===== src/rtl/vga_timing_pkg.sv =====
// Shared 640x480@60 raster constants plus a small range helper used by the
// timing generator and the map-colour stages.
package vga_timing_pkg;

  localparam int H_ACTIVE = 640;
  localparam int H_FP     = 16;
  localparam int H_SYNC   = 96;
  localparam int H_BP     = 48;
  localparam int H_TOTAL  = H_ACTIVE + H_FP + H_SYNC + H_BP;

  localparam int V_ACTIVE = 480;
  localparam int V_FP     = 10;
  localparam int V_SYNC   = 2;
  localparam int V_BP     = 33;
  localparam int V_TOTAL  = V_ACTIVE + V_FP + V_SYNC + V_BP;

  localparam logic [7:0] FLOOR_GREY = 8'b10110110;

  function automatic logic in_window(input logic [9:0] cnt,
                                     input logic [9:0] lo,
                                     input logic [9:0] hi);
    return (cnt >= lo) && (cnt <= hi);
  endfunction

endpackage


===== src/rtl/vga_timing_gen_sync_delay_line.sv =====
// Fixed-latency shift register that keeps sync/blank aligned with the registered
// colour path; DEPTH=0 degenerates to a wire.
module sync_delay_line #(
  parameter int               WIDTH   = 3,
  parameter int               DEPTH   = 1,
  parameter logic [WIDTH-1:0] RST_VAL = '0
) (
  input  logic             clk,
  input  logic             rst,
  input  logic [WIDTH-1:0] din,
  output logic [WIDTH-1:0] dout
);

  generate
    if (DEPTH == 0) begin : g_bypass
      logic unused_s;
      assign unused_s = clk ^ rst;
      assign dout     = din;
    end else begin : g_pipe
      logic [WIDTH-1:0] stage_r [DEPTH];

      // Shift toward the output; reset fills every stage with the idle pattern
      always_ff @(posedge clk) begin
        if (rst) begin
          for (int i = 0; i < DEPTH; i++) stage_r[i] <= RST_VAL;
        end else begin
          stage_r[0] <= din;
          for (int i = 1; i < DEPTH; i++) stage_r[i] <= stage_r[i-1];
        end
      end

      assign dout = stage_r[DEPTH-1];
    end
  endgenerate

endmodule


===== src/rtl/vga_timing_gen.sv =====
// VGA raster timing: free-running h/v counters, a stage-0 register of pixel
// coordinates and raw syncs, and a delay line matching the colour-path latency.
module vga_timing_gen #(
  parameter int   H_ACTIVE = vga_timing_pkg::H_ACTIVE,
  parameter int   H_FP     = vga_timing_pkg::H_FP,
  parameter int   H_SYNC   = vga_timing_pkg::H_SYNC,
  parameter int   H_BP     = vga_timing_pkg::H_BP,
  parameter int   V_ACTIVE = vga_timing_pkg::V_ACTIVE,
  parameter int   V_FP     = vga_timing_pkg::V_FP,
  parameter int   V_SYNC   = vga_timing_pkg::V_SYNC,
  parameter int   V_BP     = vga_timing_pkg::V_BP,
  parameter int   PIPE_DLY = 1,
  parameter logic SYNC_POL = 1'b0
) (
  input  logic       clk_vga,
  input  logic       rst,
  output logic [9:0] CurrentX,
  output logic [8:0] CurrentY,
  output logic       active,
  output logic       hsync,
  output logic       vsync,
  output logic       blank_n,
  output logic       vblank_start
);
  import vga_timing_pkg::*;

  localparam logic [9:0] H_ACT  = 10'(H_ACTIVE);
  localparam logic [9:0] H_LAST = 10'(H_ACTIVE + H_FP + H_SYNC + H_BP - 1);
  localparam logic [9:0] HS_LO  = 10'(H_ACTIVE + H_FP);
  localparam logic [9:0] HS_HI  = 10'(H_ACTIVE + H_FP + H_SYNC - 1);
  localparam logic [9:0] V_ACT  = 10'(V_ACTIVE);
  localparam logic [9:0] V_LAST = 10'(V_ACTIVE + V_FP + V_SYNC + V_BP - 1);
  localparam logic [9:0] VS_LO  = 10'(V_ACTIVE + V_FP);
  localparam logic [9:0] VS_HI  = 10'(V_ACTIVE + V_FP + V_SYNC - 1);

  logic [9:0] h_cnt_r;
  logic [9:0] v_cnt_r;
  logic [9:0] h_nxt_s;
  logic [9:0] v_nxt_s;
  logic       active_nxt_s;
  logic [9:0] cur_x_r;
  logic [8:0] cur_y_r;
  logic       active_r;
  logic       vblank_start_r;
  logic       hs_raw_r;
  logic       vs_raw_r;
  logic [2:0] sync_dly_s;

  // Next raster position; v advances only when h wraps
  always_comb begin
    h_nxt_s = h_cnt_r;
    v_nxt_s = v_cnt_r;
    if (h_cnt_r == H_LAST) begin
      h_nxt_s = 10'd0;
      if (v_cnt_r == V_LAST) begin
        v_nxt_s = 10'd0;
      end else begin
        v_nxt_s = v_cnt_r + 10'd1;
      end
    end else begin
      h_nxt_s = h_cnt_r + 10'd1;
    end
    active_nxt_s = (h_nxt_s < H_ACT) && (v_nxt_s < V_ACT);
  end

  // Counters and stage 0 are loaded from the same next-state values so they move together
  always_ff @(posedge clk_vga) begin
    if (rst) begin
      h_cnt_r        <= 10'd0;
      v_cnt_r        <= 10'd0;
      cur_x_r        <= 10'd0;
      cur_y_r        <= 9'd0;
      active_r       <= 1'b1;
      vblank_start_r <= 1'b0;
      hs_raw_r       <= ~SYNC_POL;
      vs_raw_r       <= ~SYNC_POL;
    end else begin
      h_cnt_r        <= h_nxt_s;
      v_cnt_r        <= v_nxt_s;
      active_r       <= active_nxt_s;
      cur_x_r        <= active_nxt_s ? h_nxt_s : 10'd0;
      cur_y_r        <= active_nxt_s ? v_nxt_s[8:0] : 9'd0;
      vblank_start_r <= (h_nxt_s == 10'd0) && (v_nxt_s == V_ACT);
      hs_raw_r       <= in_window(h_nxt_s, HS_LO, HS_HI) ? SYNC_POL : ~SYNC_POL;
      vs_raw_r       <= in_window(v_nxt_s, VS_LO, VS_HI) ? SYNC_POL : ~SYNC_POL;
    end
  end

  sync_delay_line #(
    .WIDTH   (3),
    .DEPTH   (PIPE_DLY),
    .RST_VAL ({~SYNC_POL, ~SYNC_POL, 1'b0})
  ) u_sync_dly (
    .clk  (clk_vga),
    .rst  (rst),
    .din  ({hs_raw_r, vs_raw_r, active_r}),
    .dout (sync_dly_s)
  );

  assign CurrentX     = cur_x_r;
  assign CurrentY     = cur_y_r;
  assign active       = active_r;
  assign vblank_start = vblank_start_r;
  assign hsync        = sync_dly_s[2];
  assign vsync        = sync_dly_s[1];
  assign blank_n      = sync_dly_s[0];

endmodule

===== config.mk =====
export PLATFORM = sky130hd
export DESIGN_NAME = vga_timing_gen
export DESIGN_NICKNAME = d
export VERILOG_FILES = /design/src/rtl/vga_timing_pkg.sv /design/src/rtl/vga_timing_gen_sync_delay_line.sv /design/src/rtl/vga_timing_gen.sv
export SDC_FILE = /design/constraint.sdc
export NUM_CORES = 1
export LEC_CHECK = 0
export ABC_AREA = 1
export ABC_CLOCK_PERIOD_IN_PS = 4600
export CAP_MARGIN = 20
export CORE_MARGIN = 1.5
export CORE_UTILIZATION = 55
export CTS_BUF_LIST = sky130_fd_sc_hd__clkbuf_2 sky130_fd_sc_hd__clkbuf_4 sky130_fd_sc_hd__clkbuf_8
export DETAILED_ROUTE_END_ITERATION = 16
export GPL_TIMING_DRIVEN = 0
export PLACE_DENSITY = 0.87
export SYNTH_ARGS = -nofsm -noshare
export SYNTH_HDL_FRONTEND = slang
export SYNTH_SLANG_ARGS = --single-unit

===== constraint.sdc =====
create_clock -name clk_vga -period 4.6 [get_ports clk_vga]
set_clock_uncertainty 0.1 [all_clocks]
set_input_delay 0.46 -clock clk_vga [delete_from_list [all_inputs] [get_ports clk_vga]]
set_output_delay 0.46 -clock clk_vga [all_outputs]
set_load 0.05 [all_outputs]

### Yosys cells after proc, flatten, opt, wreduce, memory -nomap -nowiden

Memory sizes are Yosys's and may differ from the RTL's.
Index checks and enable logic that the tools add are counted.

* flip-flop bits (word level): 43
* bits in latches: 0
* RAM bits: 3
* bits in read-only memories: 0
* bits of input ports: 2
* output and inout bits: 24
* logic and storage cells: 38
* memories: 1

Memory list
* u_sync_dly.g_pipe.stage_r: depth 1, bits a word 3, read ports 1, clocked after memory_dff 0, write ports 1, line vga_timing_gen_sync_delay_line.sv:20 `logic [WIDTH-1:0] stage_r [DEPTH];`

* $add $sub $neg: 2
* $mul: 0
* div/mod/pow operators: 0
* order comparisons: 6
* equality and inequality tests: 3
* shift-type cells: 0
* muxes and demuxes: 10
* bitwise operators: 1
* reductions and logical operators: 7

Operators by type and width (count)
* two-way mux 10 bit: 3
* adder 10 x 1 -> 10 bit (second input constant): 2
* == test 10 bit (second input constant): 2
* == test 10 x 9 -> 1 bit (second input constant): 1
* greater-or-equal comparator 10 bit (second input constant): 1
* greater-or-equal comparator 10 x 9 -> 1 bit (second input constant): 1
* <= comparator 10 bit (second input constant): 1
* <= comparator 10 x 9 -> 1 bit (second input constant): 1
* logical NOT 10 bit: 1
* less-than comparator 10 bit (second input constant): 1
* less-than comparator 10 x 9 -> 1 bit (second input constant): 1
* two-way mux 1 bit: 6
* logical AND 1 bit: 4
* two-way mux 3 bit: 1
* OR reduction 3 bit: 1
* OR reduction 2 bit: 1
* NOT 1 bit: 1

### Longest topological paths before layout

Gate-level depths: netlist of the first run.

* depth after elaboration: 7
* depth in mapped cells: 14
* gate-level depth less buffers: 13

### Modules after synthesis

Synthesis of the first run repeated with hierarchy kept, for this count alone.

* cells, all modules: 283
* area total of the unflattened synthesis: 2057.0 sq um

By module, submodules not included
* vga_timing_gen: instances 1, cells each 273, area each 1970.6 sq um, seq. area each 860.8 sq um
* sync_delay_line: instances 1, cells each 10, area each 86.3 sq um, seq. area each 60.1 sq um

### Least setup slack after synthesis of the first run

No wires, ideal clock.

* path kind: register -> register
* start: reg h_cnt_r[1]
* end: reg cur_x_r[7], in the netlist CurrentX[7]
* setup time: 0.124 ns
* data arrival time: 1.632 ns
* required time: 4.376 ns
* slack: 2.744 ns
* stages on the path, launching flop included: 13
* buffers on the path: 2
* period minus slack after synthesis: 1.856 ns
* cells stage by stage: dfxtp_1 ha_1 nand4_2 nor2_2 buf_6 nand2_2 nand2_2 nand2_2 nor2_1 nand3_1 nand2_2 buf_6 nor2_2

* longest elaborated chain between the ends: 6
* elaborated cells between the ends (all ways): 9
* classes of those cells: add/sub: 1; order compare: 2; eq/ne: 1; mux: 2; bitwise: 1; reduce/logical: 2

Ends and longest elaborated chain
* start, declared: line vga_timing_gen.sv:36 `logic [9:0] h_cnt_r;`
* start signal, assigned: line vga_timing_gen.sv:78 `h_cnt_r <= h_nxt_s;`
* adder 10 x 1 -> 10 bit or == test 10 bit (tied branches): line vga_timing_gen.sv:61, vga_timing_gen.sv:53
* two-way mux 10 bit: line vga_timing_gen.sv:53 `if (h_cnt_r == H_LAST) begin`
* less-than comparator 10 bit or less-than comparator 10 x 9 -> 1 bit (tied branches): line vga_timing_gen.sv:63 `active_nxt_s = (h_nxt_s < H_ACT) && (v_nxt_s < V_ACT);`
* logical AND 1 bit: line vga_timing_gen.sv:63
* NOT 1 bit (no line)
* OR reduction 2 bit (no line)
* end signal, assigned: line vga_timing_gen.sv:81 `cur_x_r <= active_nxt_s ? h_nxt_s : 10'd0;`
* end, declared: line vga_timing_gen.sv:41 `logic [9:0] cur_x_r;`

Several ways; a longest one is shown, not always the timed one.
A chain may end at the register's enable or synchronous reset.

### Worst setup path after layout of the first run

Ends and elaborated chain as after synthesis.

==> results of run 1 <==
[final cells by class]
type	instances	share of cell area
well taps	46	0.0241
flip-flops and latches	46	0.385
repair buffers	25	0.105
clock inverters	1	0.00209
plain buffers	6	0.0220
multi-input cells	195	0.392
inverters	29	0.0455
clock buffers	7	0.0246
[report_power, final]
part	internal [mW]	switching, mW	leakage (nW)
sequential	0.404	0.00307	0.372
clock	0.0801	0.126	0.0387
combinational	0.0129	0.0276	0.617
[critical path, cell delays in order (launching register included)]
cell and delay (ps):
dfxtp_1 380, ha_1 270, nand4_2 150, nor2_2 160, inv_1 180, nand2_1 100, nand2_1 90, nor2_1 170
nand3_1 130, nand2_2 120, buf_6 180, nor2_2 40
[metal layers]
layer,track usage,vias to the layer above,wire (µm)
met5,0,-,0
met3,0.0589,8,200
li1,-,904,-
met2,0.363,45,1910
met1,0.249,781,1720
met4,0.0924,0,80
[metrics by stage]
stage,instance area (µm²),cells
global placement,2330,347
global route,2390,355
CTS,2390,355
detailed placement,2330,347
floorplan,2020,276
finish,2390,355
[path summary, 6_finish.rpt]
kind,end,from
worst max-delay path,CurrentX[7],h_cnt_r[1]
worst min register to register,u_sync_dly.g_pipe.stage_r[0][2],hs_raw_r
worst min-delay path,u_sync_dly.g_pipe.stage_r[0][2],hs_raw_r
worst max register to register,CurrentX[7],h_cnt_r[1]
[sequential cells by signal, indices dropped and copies added (netlist names)]
register and flops:
vblank_start 1, u_sync_dly.g_pipe.stage_r 3, CurrentY 9, active 1
vs_raw_r 1, v_cnt_r 10, CurrentX 10, hs_raw_r 1
h_cnt_r 10
[synth_stat cells, drive strengths merged]
master,count
o21bai,2
nor3,4
nor3b,1
xnor2,1
nand4,6
nand2,87
a21oi,1
xor2,1
ha,4
inv,29
o21ai,2
nor2,66
or2,2
buf,4
nand3,18
clkbuf,2
dfxtp,46
[cells by family (layout without fill, tap and decap cells)]
| family | Yosys count | in the layout | share of synthesized area |
|---|---|---|---|
| xor gates and xnor gates | 2 | 2 | 0.00868 |
| adders and majority gates | 4 | 4 | 0.0248 |
| DFF | 46 | 46 | 0.456 |
| and+or+nand+nor | 184 | 184 | 0.415 |
| AOI/OAI and AO/OA | 5 | 5 | 0.0149 |
| buffers and inverters | 35 | 68 | 0.0800 |
==> summary by stage, run 1 <==
Status
The run finished with clean final reports.

Hold path
Along the worst hold path, the cell count comes to 1. The worst min-delay path class is flop to flop.

STA
The actual transition at the worst max-transition pin is 543 ps. The sum of negative setup slack is 0 ps. The fraction of the cycle the final worst path needs is 0.475. Timing would allow up to 458 MHz. Measured against its own limit, the worst slew margin works out to 0.638.

Setup repair after global routing left no endpoint under its margin. The number of endpoints with negative hold slack in the final report is 0. The count of pins over their slew limit is 0. After layout, the worst setup slack is 2410 ps.

The final number of setup-violating endpoints is 0. The final critical path time including I/O delays and setup is 2190 ps. Hold is met by 327 ps.

Worst setup path
The startpoint type of the worst setup path is a flop. For the worst setup path, the data required time is 4760 ps. For the worst setup path, the data arrival time is 2350 ps. The maximum fanout count along the critical path is 10. Measured in cells, the most critical reg-to-reg path has a length of 11. The setup check on the worst reg-to-reg path leaves a slack of 2410 ps. The critical path start-end classification is flop to flop.

The type of element capturing the critical path is a flop.

Die
The die is 63.6 µm tall. The cell row count is 21. The core region is 0.00342 mm². For this configuration, the core starts out at a cell density of 0.591. The number of placed I/O pins is 26. The floorplan step defined a die boundary enclosing 0.00404 mm². In this run the horizontal extent of the chip is 63.6 µm.

Detailed routing
The post-detailed-route count of antenna-violating nets is 0. For this run, design rule violations remaining after detail routing come to 0. The first-pass iteration count of the detailed router is 5.

For this block, the initial DRC count from the detailed router was 120. The post-detailed-route via-to-cell ratio is 4.90. Summed over all layers, the routed wires come to 3910 µm. The average routed wire per standard cell is 11.0 µm. The detailed router placed 1738 vias in this run.

Finish
The utilization of the core after routing is 0.700. The most common library cell in the layout ignoring fill and taps is nand2_1. In the layout the commonest cells are 81 x nand2_1, 46 x dfxtp_1, 44 x nor2_1. The number of fillers in the final layout is 297. The net count reported at finish is 314.

In the final layout, the share of cells above drive strength 1 is 0.146. The post-synthesis to final-layout area growth is 18.4%. The area of the multi-input gates is 936 µm².

The register area is 921 µm². The final antenna diode count is 0.

Synthesis
Yosys printed 0 warnings. The largest total area in the synthesized netlist belongs to dfxtp_1. The proportion of netlist area held by the largest area contributor is 0.456. The synthesized instance count is 276. The area of the mapped netlist is 0.00202 mm². The net count after synthesis is 282.

The average cell area after synthesis is 7.31 µm². The share of the Yosys chip area taken by registers is 0.456. After synthesis, the cell types taking the most area are dfxtp_1 46%, nand2_1 15%, nor2_1 8.2%. The count of state elements after synthesis is 46.

The number of distinct library cell variants in the gate-level netlist after synthesis is 24.

CTS
The tree built by TritonCTS fans out to 46 sinks. TritonCTS built the clock tree. After clock tree synthesis, the flow added hold-fix buffers numbering 0.

The post-CTS setup-driven buffer insertion count is 0. In this run the clock root is driven by a clkbuf_4. The total CTS buffers is 5. The clock passes through at most 2 buffers.

After clock tree synthesis, the repair step resized 0 gates. The H-tree was split into 2 levels. Clock-pin slew was measured on the worst setup and hold paths at 120 ps. The latest clock arrival within the worst-skew pair is 360 ps.

Place
The placer's final routability congestion estimate is 0.950. Before CTS, the worst setup slack after placement is 2490 ps. Detailed placement ended at an HPWL of 2870 µm.

During placement, the flow inserted port buffers numbering 25.

GRT
The largest net degree at the start of global routing is 14. The aggregate global routing overflow is 0. The number of global-route vias before repair is 1581. The first-pass GRT wire length is 6690 µm.

The number of antenna violations at the first check in global routing came to 0. The total global-route track usage is 0.213.

Power and ir drop
The total design power is 0.653 mW. The leakage power of the design is 1.03 nW. The highest ir drop seen on vdd is 0.208 mV. In this run the power density over the cells is 273 mW/mm².

Run
The max capacitance violation total is 0.
Note: power is estimated with default switching activity, not from simulation.
==> run 2: changes to the inputs <==
--- a/config.mk
+++ b/config.mk
@@ -6,7 +6,7 @@
 export NUM_CORES = 1
 export LEC_CHECK = 0
 export ABC_AREA = 1
-export ABC_CLOCK_PERIOD_IN_PS = 4600
+export ABC_CLOCK_PERIOD_IN_PS = 2100
 export CAP_MARGIN = 20
 export CORE_MARGIN = 1.5
 export CORE_UTILIZATION = 55
==> constraint.sdc (replaced) <==
create_clock -name clk_vga -period 2.1 [get_ports clk_vga]
set_clock_uncertainty 0.1 [all_clocks]
set_input_delay 0.21 -clock clk_vga [delete_from_list [all_inputs] [get_ports clk_vga]]
set_output_delay 0.21 -clock clk_vga [all_outputs]
set_load 0.05 [all_outputs]
==> summary by stage, run 2 (same netlist as run 1, synthesis figures left out) <==
Worst setup path
The signal arrival time at the worst endpoint came to 2150 ps (-200 ps). The startpoint type of the worst setup path is a flop. The required time at the worst-slack endpoint came to 2260 ps (-2500 ps).

The launch point of the worst reg-to-reg path is h_cnt_r[1]. The slack of the worst reg-to-reg path is 110 ps (-2300 ps). The cell depth of the worst flop-to-flop path is 11 (unchanged). The source of the critical timing path is h_cnt_r[1]. The endpoint identified for the worst register-to-register timing path is CurrentX[7]. STA classifies the critical path endpoint as a flop. By startpoint and endpoint, the worst setup path is classified as flop to flop. The maximum fanout count along the critical path is 10 (unchanged).

Hold path
The worst min-delay path class is flop to flop. The count of cells along the worst hold path is 1 (unchanged). The worst hold path endpoint is u_sync_dly.g_pipe.stage_r[0][2]. The startpoint of the worst hold path is hs_raw_r.

GRT
The number of antenna violations at the first check in global routing came to 0 (unchanged). The number of global-route vias before repair came to 1582 (+0.063%). The aggregate global routing overflow is 0 (unchanged). met2 is the most crowded layer. The met1 layer usage reported by global route was 0.249 (-0.000564).

The largest net degree at the start of global routing is 14 (unchanged). The met2 layer usage reported by global route is 0.364 (+0.00132). The met3 track utilization from global routing is 0.0607 (+0.00179). The total global-route track usage is 0.215 (+0.00167). The first-pass GRT wire length is 6710 µm (+0.30%).

CTS
The total CTS buffers is 5 (unchanged). The number of sinks handled by clock tree synthesis is 46 (unchanged). The count of H-tree levels built during CTS came to 2 (unchanged). The latest clock arrival within the worst-skew pair came to 360 ps (about the same).

The clock tree from TritonCTS is yes. The total of hold buffers inserted after clock tree synthesis came to 0 (unchanged). The root cell of the clock tree is clkbuf_4. The clock input transition at the sequential cells of the worst setup and hold paths was 120 ps (about the same). The buffer levels on the longest clock path is 2 (unchanged).

STA
The sum of negative setup slack is 0 ps (unchanged). The actual transition at the worst max-transition pin was 572 ps (+28.4 ps). The final number of setup-violating endpoints is 0 (unchanged). The fraction of the cycle the final worst path needs is 0.948 (+0.472).

The worst slew margin relative to its limit is 0.619 (-0.0189). The top achievable clock speed is 503 MHz (+9.8%). The final critical path time including I/O delays and setup came to 1990 ps (-196 ps). The post-route worst hold slack is 328 ps (+0.751 ps).

The number of endpoints with negative hold slack in the final report is 0 (unchanged). The count of pins over their slew limit came to 0 (unchanged).

Finish
The post-synthesis to final-layout area growth is 23.2%. The register area is 927 µm² (+0.68%). The post-layout instance count excluding filler cells was 357 (+0.56%). In the layout the commonest cells are 81 x nand2_1, 41 x dfxtp_1, 40 x nor2_1. The fraction of final layout cells with drive strength greater than 1 is 0.193 (+0.0473). The utilization of the core after routing is 0.728 (+0.0282).

The number of fillers in the final layout was 268 (-9.8%). The net count reported at finish is 316 (+0.64%). The most common library cell in the layout ignoring fill and taps is nand2_1. The area of the multi-input gates is 981 µm² (+4.8%). The final antenna diode count is 0 (unchanged).

Detailed routing
The sum of routed wire length over all layers is 4170 µm (+6.6%). The detailed router's first-iteration violation count is 122 (+1.7%). The via count is 1785 (+2.7%).

The post-detailed-route via-to-cell ratio is 5.00 (+2.1%). The post-detailed-route count of antenna-violating nets is 0 (unchanged). The first-pass iteration count of the detailed router is 5 (unchanged). The average routed wire per standard cell was 11.7 µm (+6.0%). The total DRC errors in the routed layout is 0 (unchanged).

Power and ir drop
The total design power is 1.44 mW (+120%). The highest ir drop seen on vdd is 0.456 mV (+120%). The power density of the placed cells is 581 mW/mm² (+110%). The leakage power of the design is 1.06 nW (+2.6%).

Place
The cell total after placement is 347 (unchanged). The post-DP HPWL came to 2870 µm (unchanged). The placer's final routability congestion estimate is 0.950 (unchanged). The number of buffer cells added on primary ports is 25 (unchanged).

Die
The effective utilization at floorplan came to 0.591 (unchanged). The die outline area was 0.00404 mm² (unchanged). The core box area is 0.00342 mm² (unchanged).

The x dimension of the die was 63.6 µm (unchanged). The cell row count is 21 (unchanged). The number of placed I/O pins came to 26 (unchanged). The height of the chip was 63.6 µm (unchanged).

Status
The flow ran to the end, and the final reports show no timing, DRC or antenna violations.

Run
The max capacitance violation total is 0 (unchanged).
[run 2: cell types whose count changed in the layout (fill, tap and decap cells not counted), sizes merged]
| cell | change |
|---|---|
| clkbuf | +1 |
| buf | +1 |
[run 2: power by group]
group / internal [mW] / total (mW) / switching, mW
logic: 0.0366 / 0.0999 / 0.0633
clock network: 0.176 / 0.450 / 0.274
registers: 0.886 / 0.894 / 0.00838
total: 1.10 / 1.44 / 0.346
[run 2: worst max-delay path: stages (launching register included)]
cell	delay, ps
dfxtp_2	380
ha_4	160
nand4_2	150
nor2_4	140
buf_6	160
buf_6	150
nand3_1	90
nand2_1	120
nand3_2	130
nand2_4	120
buf_12	150
nor2_2	30
[run 2: how the worst max path moves through the flow]
stage	end
after global placement	CurrentX[7]
after floorplan	CurrentX[7]
final	CurrentX[7]
after global routing	CurrentX[7]
after detailed placement	CurrentY[7]
after CTS	CurrentX[7]
[run 2: cell type report]
class                           count  area share
Sequential cell                    46       0.373
Buffer                              6      0.0262
Clock buffer                        7      0.0237
Timing Repair Buffer               27       0.114
Inverter                           29      0.0438
Tap cell                           46      0.0232
Clock inverter                      1     0.00201
Multi-Input combinational cell    195       0.395
[run 2: what timing repair did]
action                     4_1_cts  5_1_grt
gates cloned                     0        1
setup endpoints to repair       20       21
pin swaps                        0        4
hold endpoints to repair         0        0
gates resized for setup          4       15
setup buffers                    0        1
[run 2: metal layers]
layer / vias up / share of wire
li1: 906 / -
met4: 0 / 0.022
met2: 48 / 0.50
met3: 10 / 0.050
met5: - / 0
met1: 821 / 0.43
[run 2: per-stage QoR]
stage	instance area, µm²	setup slack (ps)
final	2490	110
after global routing	2490	-10.1
after CTS	2400	12.5
after detailed placement	2330	-8.04
after global placement	2330	29.6
after floorplan	2020	244
==> run 3: changes to the inputs <==
--- a/config.mk
+++ b/config.mk
@@ -7,11 +7,11 @@
 export LEC_CHECK = 0
 export ABC_AREA = 1
 export ABC_CLOCK_PERIOD_IN_PS = 2100
-export CAP_MARGIN = 20
 export CORE_MARGIN = 1.5
 export CORE_UTILIZATION = 55
 export CTS_BUF_LIST = sky130_fd_sc_hd__clkbuf_2 sky130_fd_sc_hd__clkbuf_4 sky130_fd_sc_hd__clkbuf_8
 export DETAILED_ROUTE_END_ITERATION = 16
+export GPL_ROUTABILITY_DRIVEN = 0
 export GPL_TIMING_DRIVEN = 0
 export PLACE_DENSITY = 0.87
 export SYNTH_ARGS = -nofsm -noshare
==> summary by stage, run 3 (same netlist as run 1, synthesis figures left out) <==
Power and ir drop
The switching component of the power is 0.341 mW (-1.3%). The clock network fraction of total power came to 0.309 (-0.002). The highest ir drop seen on vdd is 0.592 mV (+30%). The leakage power of the design is 1.05 nW (-0.58%). The net switching share of the total power is 0.237 (-0.00242). The internal power came to 1.10 mW (about the same). The combinational share of power is 0.070 (about the same). The power share of the sequential group is 0.621 (+0.002). The power density of the placed cells is 578 mW/mm² (-0.53%).

Worst setup path
The startpoint identified for the worst register-to-register timing path is h_cnt_r[1]. The reg-to-reg endpoint is CurrentX[7]. The critical path starts at h_cnt_r[1]. The maximum fanout count along the critical path came to 10 (unchanged). The cell depth of the worst flop-to-flop path is 12 (+1). The required time at the worst-slack endpoint is 2250 ps (about the same). The signal arrival time at the worst endpoint is 2120 ps (-30 ps).

STA classifies the critical path startpoint as a flop. The slack of the worst reg-to-reg path was 130 ps (+20 ps). STA classifies the critical path endpoint as a flop. The critical path is of the flop to flop type.

CTS
The clock input transition at the sequential cells of the worst setup and hold paths is 120 ps (about the same). The total CTS buffers is 5 (unchanged). The count of H-tree levels built during CTS is 2 (unchanged). The buffer levels on the longest clock path is 2 (unchanged). The latest clock arrival within the worst-skew pair is 370 ps (about the same). The number of sinks handled by clock tree synthesis was 46 (unchanged). TritonCTS built the clock tree. The total of hold buffers inserted after clock tree synthesis is 0 (unchanged). The root cell of the clock tree is clkbuf_4.

STA
The number of endpoints with negative hold slack in the final report is 0 (unchanged). The fraction of the cycle the final worst path needs is 0.938 (-0.00984). The actual transition at the worst max-transition pin came to 554 ps (-17.9 ps). The sum of negative setup slack is 0 ps (unchanged). The final number of setup-violating endpoints is 0 (unchanged). The worst slew margin relative to its limit came to 0.631 (+0.0119). The least setup slack across all paths after layout is 131 ps (+20.7 ps). The final critical path time including I/O delays and setup came to 1970 ps (-20.7 ps). The count of pins over their slew limit is 0 (unchanged). The top achievable clock speed came to 508 MHz (+1.0%).

Setup repair after global routing could not meet its margin everywhere.

Detailed routing
The via count is 1776 (-0.50%). The post-detailed-route via-to-cell ratio came to 4.99 (-0.22%). The post-detailed-route count of antenna-violating nets was 0 (unchanged).

The sum of routed wire length over all layers is 4150 µm (-0.53%). The detailed router's first-iteration violation count is 90 (-26%). The total DRC errors in the routed layout came to 0 (unchanged). The first-pass iteration count of the detailed router is 5 (unchanged). The average routed wire per standard cell is 11.6 µm (-0.25%).

Finish
The post-layout instance count excluding filler cells was 356 (-0.28%). The final antenna diode count was 0 (unchanged). The post-synthesis to final-layout area growth is 23.4%. The fraction of final layout cells with drive strength greater than 1 is 0.190 (-0.00260). The net count reported at finish is 315 (-0.32%).

Leaving out fill and tap cells, the most frequent cell in the layout is nand2_1. Leaving out fill and tap cells, the most frequent cells in the layout are 81 x nand2_1, 41 x dfxtp_1, 40 x nor2_1.

Die
The x dimension of the die came to 63.6 µm (unchanged). The number of placed I/O pins is 26 (unchanged). The cell row count came to 21 (unchanged). The height of the chip is 63.6 µm (unchanged).

The core box area is 0.00342 mm² (unchanged). The effective utilization at floorplan was 0.591 (unchanged). The die outline area is 0.00404 mm² (unchanged).

Hold path
In this run the most critical hold path is launched from hs_raw_r. The tightest min-delay check is of the flop to flop type. For hold timing, the worst endpoint is u_sync_dly.g_pipe.stage_r[0][2]. The count of cells along the worst hold path is 1 (unchanged).

GRT
The number of antenna violations at the first check in global routing was 0 (unchanged). The total global-route track usage is 0.215 (about the same). The number of global-route vias before repair is 1563 (-1.2%). The first-pass GRT wire length was 6760 µm (+0.84%). The largest net degree at the start of global routing is 14 (unchanged). The aggregate global routing overflow is 0 (unchanged).

Place
The pre-CTS setup slack is -82.2 ps (-74.2 ps). The post-DP HPWL is 2930 µm (+2.1%). The number of buffer cells added on primary ports is 25 (unchanged). The cell total after placement is 347 (unchanged).

Status
The flow ran to the end, and the final reports show no timing, DRC or antenna violations.

Run
The max capacitance violation total came to 0 (unchanged).
==> run 3: metal layers <==
layer  GRT usage  vias up  part of all wire
met5           0        -                 0
met4      0.0951        0             0.024
li1            -      908                 -
met3      0.0554        9             0.051
met1       0.264      803              0.43
met2       0.353       56              0.49
==> run 3: area by class of cell <==
type | instances | area (µm²)
sequential | 46 | 930
timing repair buffer | 26 | 275
inverter | 29 | 109
tap | 46 | 57.6
clock buffer | 7 | 58.8
multi-input combinational | 195 | 991
fill | 287 | 925
buffer | 6 | 65.1
clock inverter | 1 | 5.00
==> run 3: worst max path at each step <==
stage	endpoint	slack [ps]	cells past startpoint
after floorplan	CurrentX[7]	240	12
after CTS	CurrentX[7]	2	12
final	CurrentX[7]	130	12
after global routing	CurrentX[7]	-9	13
after global placement	CurrentX[7]	30	11
after detailed placement	CurrentX[7]	-80	11
==> run 3: metrics by stage <==
stage               utilization  instance area, µm²  total power, mW  hold WS [ps]
CTS                       0.704                2400             1.44           323
floorplan                     -                2020            0.974           217
global route              0.729                2490             1.49           345
global placement          0.681                2330            0.999           293
finish                    0.729                2490             1.44           321
detailed placement        0.681                2330             1.00           295
==> run 3: power groups by stage <==
stage | Sequential, mW | Clock [mW] | Combinational, mW
global placement | 0.910 | 0 | 0.0885
floorplan | 0.936 | 0 | 0.0378
global route | 0.896 | 0.492 | 0.106
detailed placement | 0.911 | 0 | 0.0890
CTS | 0.893 | 0.457 | 0.0906
finish | 0.894 | 0.445 | 0.100
==> run 3: timing repair <==
item	in CTS	in global routing
setup buffers	0	0
gates resized for setup	4	18
endpoints found under the setup margin	20	22
cloned	0	1
pin swaps	0	3
==> run 3: worst max-delay path, cell delays in order, from the launching register on <==
cell and delay (ps):
dfxtp_4 390, ha_4 150, nand4_2 140, nor2_4 140, buf_6 160, nand3_2 80
nand2_1 70, nand2_1 60, nor2_2 120, nand3_2 120, nand2_4 120, buf_12 150
nor2_2 30
==> edit (config.mk and constraints of run 2) <==
Remove the register `cur_x_r`: a continuous assignment takes its place, so the output `CurrentX` follows one clock earlier.
--- a/src/rtl/vga_timing_gen.sv
+++ b/src/rtl/vga_timing_gen.sv
@@ -69,5 +69,4 @@
       h_cnt_r        <= 10'd0;
       v_cnt_r        <= 10'd0;
-      cur_x_r        <= 10'd0;
       cur_y_r        <= 9'd0;
       active_r       <= 1'b1;
@@ -79,5 +78,4 @@
       v_cnt_r        <= v_nxt_s;
       active_r       <= active_nxt_s;
-      cur_x_r        <= active_nxt_s ? h_nxt_s : 10'd0;
       cur_y_r        <= active_nxt_s ? v_nxt_s[8:0] : 9'd0;
       vblank_start_r <= (h_nxt_s == 10'd0) && (v_nxt_s == V_ACT);
@@ -86,4 +84,6 @@
     end
   end
+
+  assign cur_x_r = active_nxt_s ? h_nxt_s : 10'd0;
 
   sync_delay_line #(
Formal check against the unedited RTL: not equivalent (Yosys sat finds a counterexample within 4 cycles, from zero or initial values and one cycle with rst high).
==> edit against run 2 <==
The run now ends with negative setup slack left. Setup slack lost 0.81 ns. Sequential cell count decreased by 10. Final area grew 13%. Global-route usage increased by 10 points. Total power is 5.6% lower. Wire length rose by 67%. Clock power grew 25%. Synthesized area down 6.9%. Largest power group unchanged.
==> edit: results (changes against run 2) <==
[run_status]
status = finished with violations  ; was finished, final reports clean
violations = negative setup slack

[synthesis]
synthCells = 284  ; was 276
asyncSetResetFlopFracSynth = 0  ; unchanged
syn_nets = 290  ; was 282
ys_warn_count = 0  ; unchanged
synth.area.top_cells = dfxtp_1, nand2_1, nor2_1  ; unchanged
ys.flop_type = dfxtp_1  ; unchanged
synthTopCellsByCount = nand2_1, nor2_1, inv_1  ; was nand2_1, dfxtp_1, nor2_1
ys_seq_area_frac = 0.384  ; was 0.456
synth_fa_ha_area_frac = 0.0266  ; was 0.0248
synthMuxAreaShare = 0  ; unchanged
yosysUniqueCellTypes = 21  ; was 24
synth_xor_area_frac = 0.0187  ; was 0.00868
synth-compound-area-share = 0.0227  ; was 0.0149

[clock_tree]
insertion_delay_ns = 0.37
clk_pin_slew_ns = 0.11
ctsRootBufferMaster = clkbuf_4  ; unchanged
clockBufferDepth = 2  ; unchanged
cts_buffers = 5  ; unchanged

[routing]
post_drt_wl_per_cell_um = 18.3  ; was 11.7 um
drtIter0Drc = 378  ; was 122
drt_pass1_iterations = 5  ; unchanged
via_per_inst = 6.08  ; was 5.00
drt-total-wl_um = 6960  ; was 4170 um
remaining_drc_errors = 0  ; unchanged

[layout]
final_layout_size_suffix_gt1_frac = 0.323  ; was 0.193
n_antenna_cell = 0  ; unchanged
fillCellCount = 164  ; was 268
nets = 339  ; was 316

[power_and_ir_drop]
p_leak_nw = 1.24  ; was 1.06 nW
p_seq_frac = 0.509  ; was 0.619
p_clk_mw = 0.564  ; was 0.450 mW
powerDensity_mw_per_mm2 = 485  ; was 581 mW/mm^2
power_switching_mw = 0.321  ; was 0.346 mW
vdd.ir_drop.worst_uv = 526  ; was 456 uV

[placed_design]
io_buffer_count = 24  ; was 25
preCtsSetupSlack_ns = -0.922  ; was -0.00804 ns
hpwl_um = 2990  ; was 2870 um
dp.cells = 354  ; was 347
gp_congestion = 0.895  ; was 0.950

[timing]
slew_headroom = 0.642  ; was 0.619
hold_slack_ns = 0.198  ; was 0.328 ns
layout_setup_ws_ns = -0.696  ; was 0.110 ns
setup_viol = 21  ; was 0

[grt]
grt_pass1_wl_um = 8670  ; was 6710 um
grt_pass1_vias = 1874  ; was 1582
grt_max_degree = 12  ; was 14
global_route.usage.total = 0.317  ; was 0.215

[critical_path]
critical-path-top-delay-family = simple AND/OR/NAND/NOR gates  ; unchanged
worstPathMaxFanout = 5  ; was 10
critical-path-max-stage-delay_ns = 0.43  ; was 0.38 ns
cp_slowest_cell = dfxtp_1  ; was dfxtp_2
r2r_slack_ns = -0.25  ; was 0.11 ns

[hold_path]
hold_class = primary input to flip-flop  ; was flip-flop to flip-flop

edit: cell types whose count changed after synthesis, sizes merged:
cell and change:
inv +12, a21o +1, dfxtp -10, nand3b +2
nand3 +12, nor3b -1, nand4 -1, o21ai +4
nor3 -1, nand2 -14, o21bai -2, nor2 +4
xor2 +2
edit: kinds of logic after synthesis:
kind of cell               Yosys count
and+or+nand+nor                    185
adders and majority gates            4
AOI/OAI and AO/OA                    8
DFF                                 36
xor gates and xnor gates             4
buffers and inverters               47
edit: area by class of cell:
type,instances,share of cell area
inverters,41,0.0548
clock inverters,1,0.0107
plain buffers,6,0.0250
well taps,46,0.0205
multi-input cells,201,0.436
repair buffers,42,0.167
clock buffers,7,0.0232
flip-flops and latches,36,0.263
edit: per-layer routing:
layer,track usage,part of all wire,vias up
met1,0.428,0.36,1051
met3,0.0819,0.12,73
li1,-,-,970
met5,0,0,-
met2,0.474,0.45,215
met4,0.149,0.075,0
edit: metrics by stage:
| stage | TNS (ns) | utilization | instance area [um^2] |
|---|---|---|---|
| final | -8.94 | 0.848 | 2810 |
| after detailed placement | -9.95 | 0.694 | 2300 |
| after global routing | -10.70 | 0.848 | 2810 |
| after CTS | -5.67 | 0.801 | 2650 |
| after global placement | -9.43 | 0.694 | 2300 |
| after floorplan | -0.246 | - | 2000 |
edit: worst paths after layout:
| check | startpoint | to | cells past startpoint |
|---|---|---|---|
| hold / removal | rst | v_cnt_r[9] | 2 |
| setup / recovery | h_cnt_r[3] | CurrentX[2] | 13 |
| setup reg to reg | h_cnt_r[3] | CurrentY[3] | 14 |
| hold reg to reg | hs_raw_r | u_sync_dly.g_pipe.stage_r[0][2] | 1 |
edit: timing repair:
action / in CTS / in global routing
pin swaps: 8 / 8
buffers inserted: 12 / 4
resized for setup: 95 / 35
gates cloned: 2 / 0
setup endpoints to repair: 20 / 22
